<file path="config.mk">
export PLATFORM = sky130hd
export DESIGN_NAME = axi4s_pattern_src
export DESIGN_NICKNAME = d
export VERILOG_FILES = /design/src/rtl/axi4s_pattern_pkg.sv /design/src/rtl/axi4s_pattern_gen.sv /design/src/rtl/axi4s_pattern_src.sv
export SDC_FILE = /design/constraint.sdc
export NUM_CORES = 1
export LEC_CHECK = 0
export ABC_AREA = 1
export ABC_CLOCK_PERIOD_IN_PS = 2460
export BUFFER_PORTS_ARGS = -buffer_cell sky130_fd_sc_hd__buf_2
export CAP_MARGIN = 20
export CORE_MARGIN = 4
export CORE_UTILIZATION = 59
export CTS_CLUSTER_SIZE = 20
export DETAILED_ROUTE_END_ITERATION = 16
export PLACE_DENSITY = 0.82
export REMOVE_ABC_BUFFERS = 1
export SYNTH_ARGS = -nofsm -noshare
export SYNTH_HDL_FRONTEND = slang
export SYNTH_SLANG_ARGS = --single-unit
</file>
<file path="constraint.sdc">
create_clock -name ACLK -period 2.46 [get_ports ACLK]
set_input_delay 0 -clock ACLK [delete_from_list [all_inputs] [get_ports ACLK]]
set_output_delay 0 -clock ACLK [all_outputs]
set_load 0.01 [all_outputs]
</file>
<file path="src/rtl/axi4s_pattern_pkg.sv">
// Shared types and helpers for the AXI4-Stream pattern source: FSM states, payload modes,
// the Galois LFSR step and the last-beat byte-qualifier mask.
package axi4s_pattern_pkg;

    typedef enum logic [1:0] {
        IDLE = 2'd0,
        SEND = 2'd1,
        GAP  = 2'd2
    } state_t;

    typedef enum logic [1:0] {
        MODE_INC   = 2'd0,
        MODE_LFSR  = 2'd1,
        MODE_CONST = 2'd2,
        MODE_RSVD  = 2'd3
    } mode_t;

    // x^32 + x^22 + x^2 + x + 1, right-shifting Galois form
    localparam logic [31:0] LFSR_TAPS = 32'h8020_0003;

    function automatic logic [31:0] next_lfsr(input logic [31:0] s);
        return (s >> 1) ^ (s[0] ? LFSR_TAPS : 32'h0);
    endfunction

    // Low 'bytes' lanes set, or all 'width' lanes when bytes is 0.
    function automatic logic [63:0] keep_mask(input int unsigned bytes, input int unsigned width);
        logic [63:0] m;
        m = '0;
        for (int unsigned i = 0; i < 64; i++) begin
            if (i < width && (bytes == 0 || i < bytes)) m[i] = 1'b1;
        end
        return m;
    endfunction

endpackage

</file>
<file path="src/rtl/axi4s_pattern_gen.sv">
// 32-bit payload generator: loads the seed, then steps on each advance (counter, LFSR or hold).
// Value is registered; a load takes effect the cycle after it is requested.
module axi4s_pattern_gen
    import axi4s_pattern_pkg::*;
(
    input  logic        clk,
    input  logic        rst,
    input  mode_t       mode,
    input  logic        load,
    input  logic [31:0] seed,
    input  logic        adv,
    output logic [31:0] value
);

    always_ff @(posedge clk) begin
        if (rst) begin
            value <= 32'h0;
        end else if (load) begin
            // An all-zero LFSR would lock up, so a zero seed starts at 1
            value <= (mode == MODE_LFSR && seed == 32'h0) ? 32'h1 : seed;
        end else if (adv) begin
            case (mode)
                MODE_INC:  value <= value + 32'h1;
                MODE_LFSR: value <= next_lfsr(value);
                default:   value <= value;
            endcase
        end
    end

endmodule

</file>
<file path="src/rtl/axi4s_pattern_src.sv">
// AXI4-Stream packet source: runs of framed packets with programmable payload and inter-beat gap.
// One-cycle start latency, one beat per cycle at full rate; beats hold stable while TREADY is low.
module axi4s_pattern_src
    import axi4s_pattern_pkg::*;
#(
    parameter int DATA_WIDTH = 32,
    parameter int LEN_WIDTH  = 16,
    parameter int CNT_WIDTH  = 16,
    parameter int GAP_WIDTH  = 4,
    parameter int KB_WIDTH   = ($clog2(DATA_WIDTH/8) > 1) ? $clog2(DATA_WIDTH/8) : 1
) (
    input  logic                      ACLK,
    input  logic                      ARESET,
    input  logic                      cfg_start,
    input  logic [LEN_WIDTH-1:0]      cfg_len,
    input  logic [CNT_WIDTH-1:0]      cfg_num,
    input  logic [1:0]                cfg_mode,
    input  logic [31:0]               cfg_seed,
    input  logic [GAP_WIDTH-1:0]      cfg_gap,
    input  logic [KB_WIDTH-1:0]       cfg_last_bytes,
    output logic                      busy,
    output logic                      done,
    output logic                      err,
    output logic                      TVALID,
    input  logic                      TREADY,
    output logic [DATA_WIDTH-1:0]     TDATA,
    output logic [DATA_WIDTH/8-1:0]   TKEEP,
    output logic                      TLAST
);

    localparam int KEEP_W = DATA_WIDTH / 8;
    localparam int REPS   = (DATA_WIDTH + 31) / 32;

    state_t                state, state_nxt;
    mode_t                 mode_q;
    logic [LEN_WIDTH-1:0]  len_q, beat_cnt;
    logic [CNT_WIDTH-1:0]  num_q, pkt_cnt;
    logic [GAP_WIDTH-1:0]  gap_q, gap_cnt;
    logic [KB_WIDTH-1:0]   last_bytes_q;
    logic [31:0]           pat_value;
    mode_t                 gen_mode;

    logic hs, start_ok, last_beat, last_pkt;

    assign hs        = TVALID && TREADY;
    assign start_ok  = cfg_start && (cfg_len != '0) && (cfg_num != '0);
    assign last_beat = (beat_cnt == len_q - LEN_WIDTH'(1));
    assign last_pkt  = (pkt_cnt == num_q - CNT_WIDTH'(1));

    always_ff @(posedge ACLK) begin
        if (ARESET) state <= IDLE;
        else        state <= state_nxt;
    end

    always_comb begin
        state_nxt = state;
        case (state)
            IDLE: if (start_ok) state_nxt = SEND;
            SEND: begin
                if (hs) begin
                    if (last_beat && last_pkt) state_nxt = IDLE;
                    else if (gap_q != '0)      state_nxt = GAP;
                end
            end
            GAP:  if (gap_cnt == GAP_WIDTH'(1)) state_nxt = SEND;
            default: state_nxt = IDLE;
        endcase
    end

    always_comb begin
        TVALID = (state == SEND);
        busy   = (state != IDLE);
        TLAST  = (state == SEND) && last_beat;
        TKEEP  = TLAST ? KEEP_W'(keep_mask(32'(last_bytes_q), KEEP_W)) : {KEEP_W{1'b1}};
    end

    always_ff @(posedge ACLK) begin
        if (ARESET) begin
            mode_q       <= MODE_INC;
            len_q        <= '0;
            num_q        <= '0;
            gap_q        <= '0;
            last_bytes_q <= '0;
            beat_cnt     <= '0;
            pkt_cnt      <= '0;
            gap_cnt      <= '0;
            done         <= 1'b0;
            err          <= 1'b0;
        end else begin
            done <= (state == SEND) && hs && last_beat && last_pkt;
            err  <= cfg_start && ((state != IDLE) || (cfg_len == '0) || (cfg_num == '0));
            case (state)
                IDLE: begin
                    if (start_ok) begin
                        mode_q       <= mode_t'(cfg_mode);
                        len_q        <= cfg_len;
                        num_q        <= cfg_num;
                        gap_q        <= cfg_gap;
                        last_bytes_q <= cfg_last_bytes;
                        beat_cnt     <= '0;
                        pkt_cnt      <= '0;
                    end
                end
                SEND: begin
                    if (hs) begin
                        gap_cnt <= gap_q;
                        if (last_beat) begin
                            beat_cnt <= '0;
                            pkt_cnt  <= last_pkt ? '0 : pkt_cnt + CNT_WIDTH'(1);
                        end else begin
                            beat_cnt <= beat_cnt + LEN_WIDTH'(1);
                        end
                    end
                end
                GAP:  gap_cnt <= gap_cnt - GAP_WIDTH'(1);
                default: gap_cnt <= '0;
            endcase
        end
    end

    // The seed is loaded with the incoming mode so a zero LFSR seed is substituted on load
    assign gen_mode = (state == IDLE) ? mode_t'(cfg_mode) : mode_q;

    axi4s_pattern_gen u_gen (
        .clk   (ACLK),
        .rst   (ARESET),
        .mode  (gen_mode),
        .load  ((state == IDLE) && start_ok),
        .seed  (cfg_seed),
        .adv   ((state == SEND) && hs),
        .value (pat_value)
    );

    assign TDATA = DATA_WIDTH'({REPS{pat_value}});

endmodule
</file>
==> results_dict.tcl <==
set metrics [dict create \
    relSlewSlack_pct 49.3 \
    grt_pass1_wl_um 39200 \
    grt_max_degree 63 \
    nFillCells 1062 \
    drc 0 \
    netlist_instances 1274 \
    cp_common_cell "nand2_1" \
    synth_area_um2 8040 \
    ys_top_cells_by_count "nand2_1, nor2_1, inv_1, a21oi_1, o21ai_0" \
    use_met1_pct 38.5 \
    ir_drop_mv 0.523 \
    grt_overflow 0 \
    crit_path_end_kind "output pin" \
    drt_iter0_drc 879 \
    gp_congestion 0.954 \
    slowest_delay_ns 0.35 \
    vias_per_cell 5.57 \
    synth-main-ff-cell "dfxtp_1" \
    antenna_found_initial 0 \
    nets 1527 \
    total_power_mw 10.2 \
    clock.fmax_mhz 437 \
    ys_top_cells_by_area "dfxtp_1, nand2_1, a21oi_1" \
    rows 42 \
    status "complete, no violations" \
    ctsHtreeMaxLevel 3 \
    utilization_pct 74.3 \
    setup_viol 0 \
    synth.top_cell.area_share_pct 27.9 \
    vias 9014 \
    area_growth_pct 22.9 \
    die_h_um 125 \
    synth-async-reset-ratio_pct 0 \
    crit_buf_inv 2 \
    cp-start-kind "flop" \
    crit_path_max_fanout 4 \
    maxSlewViolCount 0 \
    core_um2 13300 \
    ys_seq_area_share_pct 27.9 \
    path_cells "inv_1 -> ha_4 -> xor2_1 -> o21ai_0 -> nor2_1 -> nand2_1 -> nor2_1 -> nand2_1 -> nor2_2 -> nand3_4 -> nor2_4 -> nand2_1 -> buf_2" \
    grt_pass1_vias 8331 \
    use_met3_pct 5.62 \
    cts_root_buf "clkbuf_16" \
    drive_gt1_share_pct 15.1 \
    timing.reg2reg.setup_slack_ns 0.21 \
    crit_family "simple AND/OR/NAND/NOR gates" \
    antenna_left 0 \
    die_w_um 125 \
    post-synth-top-area-cell "dfxtp_1" \
    grtUsageTotal_pct 29.5 \
    totalWireLength_um 23700 \
    cts_sinks 112 \
    crit_arrival_ns 2.29 \
    wl_per_cell_um 14.6 \
    first_pass_iters 6 \
    worstMarginPinSlew_ns 0.759 \
    yosysMostFrequentCell "nand2_1" \
    io_buffers 115 \
    clock_latency_ns 0.37 \
    path_class "flop to output pin" \
    holdCritPathClass "input port to flop" \
    cap_violations 0 \
    synth_edf_count 0 \
    cp_slowest_cell "dfxtp_2" \
    cts_inserted_buffers 9 \
    power.leakage_nw 4.17 \
    critical_path_required_ns 2.46 \
    path_clk_slew_ns 0.08 \
    synth_warnings 0 \
    cts_tree "yes" \
    p_per_area_nw_per_um2 1030 \
    start_util_pct 60.5 \
    global_route.usage.met2_pct 48.9 \
    skew_ns 0.00970 \
    busiest_layer "met2" \
    hpwlAfterDp_um 16200 \
    cts.path.max_buffers 2 \
    hold_violations 0 \
    io_pins 117 \
    n_antenna_cell 0 \
    period_share_pct 93.0 \
    synth-seq-cells 112 \
    die_area_um2 15600 \
    syn_area_per_cell_um2 6.31 \
    period_needed_ns 2.29 \
    synth.distinct_cells 54 \
]
[layout make-up]
cell class / instances / area, µm² / share of cell area (%)
repair buffers: 204 / 1470 / 14.8
clock inverters: 4 / 73.8 / 0.747
well taps: 176 / 220 / 2.23
clock buffers: 12 / 256 / 2.59
flip-flops and latches: 112 / 2240 / 22.7
multi-input cells: 976 / 5100 / 51.6
inverters: 135 / 523 / 5.29
[through the flow]
step	cell area (µm²)	setup WS (ns)	std cells	hold slack [ns]	TNS [ns]
after global routing	9880	-0.0209	1619	0.0325	-0.0209
final	9880	0.171	1619	0.0181	0
after detailed placement	8760	0.173	1529	0.242	0
after floorplan	7800	-2.40	1223	0.0624	-115.02
after global placement	8760	0.224	1529	0.221	0
after CTS	9800	0.0133	1616	0.00175	0
[final timing paths]
check                         start                            to  cells past startpoint
min reg2reg  mode_q[0]$_SDFFE_PP0P_        mode_q[0]$_SDFFE_PP0P_                      2
min                    cfg_seed[21]  u_gen.value[21]$_SDFFE_PP0P_                      3
max reg2reg   state[0]$_SDFFE_PP0P_  u_gen.value[23]$_SDFFE_PP0P_                     10
max           len_q[1]$_SDFFE_PP0P_                      TKEEP[1]                     13
[worst register-to-register path: cells and delay by family, from the launching register on]
kind	cells	cell delay [ns]
buffers and inverters	3	0.66
AOI/OAI and AO/OA	3	0.51
DFF	1	0.40
and+or+nand+nor	3	0.33
adders and majority gates	1	0.21
[per-layer routing]
metal,vias up,wire [µm]
met5,-,0
met4,0,718
met3,64,1590
met2,368,11000
met1,4054,10300
li1,4528,-
[sequential cells by signal (all words and copies together), names as in the netlist]
name,cells
num_q,16
gap_cnt,4
gap_q,4
last_bytes_q,2
state,2
u_gen.value,32
pkt_cnt,16
done,1
mode_q,2
err,1
len_q,16
beat_cnt,16
[power breakdown]
group / switching [mW] / internal (mW)
Clock: 0.711 / 0.953
Sequential: 0.624 / 2.26
Combinational: 3.63 / 2.03
Total: 4.97 / 5.24
[logic make-up after synthesis]
kind of cell | after synthesis | share of synthesized area (%)
AO/OA/AOI/OAI | 277 | 18.6
XOR/XNOR | 64 | 7.07
adder cells (fa/ha/maj) | 13 | 2.02
buffers and inverters | 186 | 9.38
flip-flops | 112 | 27.9
other | 1 | 0.0466
AND/OR/NAND/NOR | 621 | 35.0
[placed cells by master, fill, tap and decap left out, types with 3 or more instances in the layout]
cell type      instances
nand2_1              263
xnor2_1               21
o31ai_1                3
o21ai_0              117
buf_4                 13
nand3_1               66
buf_12                 3
dlygate4sd3_1         71
dfxtp_1              111
a221oi_1               4
o21ai_1                3
a211oi_1               3
a31oi_1                4
nor3_1                35
nor2_1               154
xor2_1                42
a21oi_2                7
clkbuf_16              9
nand3b_1               8
nor2_2                14
a21oi_1              121
o211ai_1               8
nand2_2               11
and2_1                 3
inv_1                123
inv_2                 10
nor4_1                14
ha_1                  12
nand4_1               25
nand2_4                3
buf_2                115
nor2_4                10
[repair_timing]
item | CTS | global route
setup buffers | 0 | 3
hold endpoints to repair | 71 | 0
gates resized for setup | 1 | 16
gates cloned | 0 | 0
setup endpoints to repair | 4 | 53
hold buffers | 71 | 0
pin swaps | 0 | 3
Note: power is estimated with default switching activity, not from simulation.
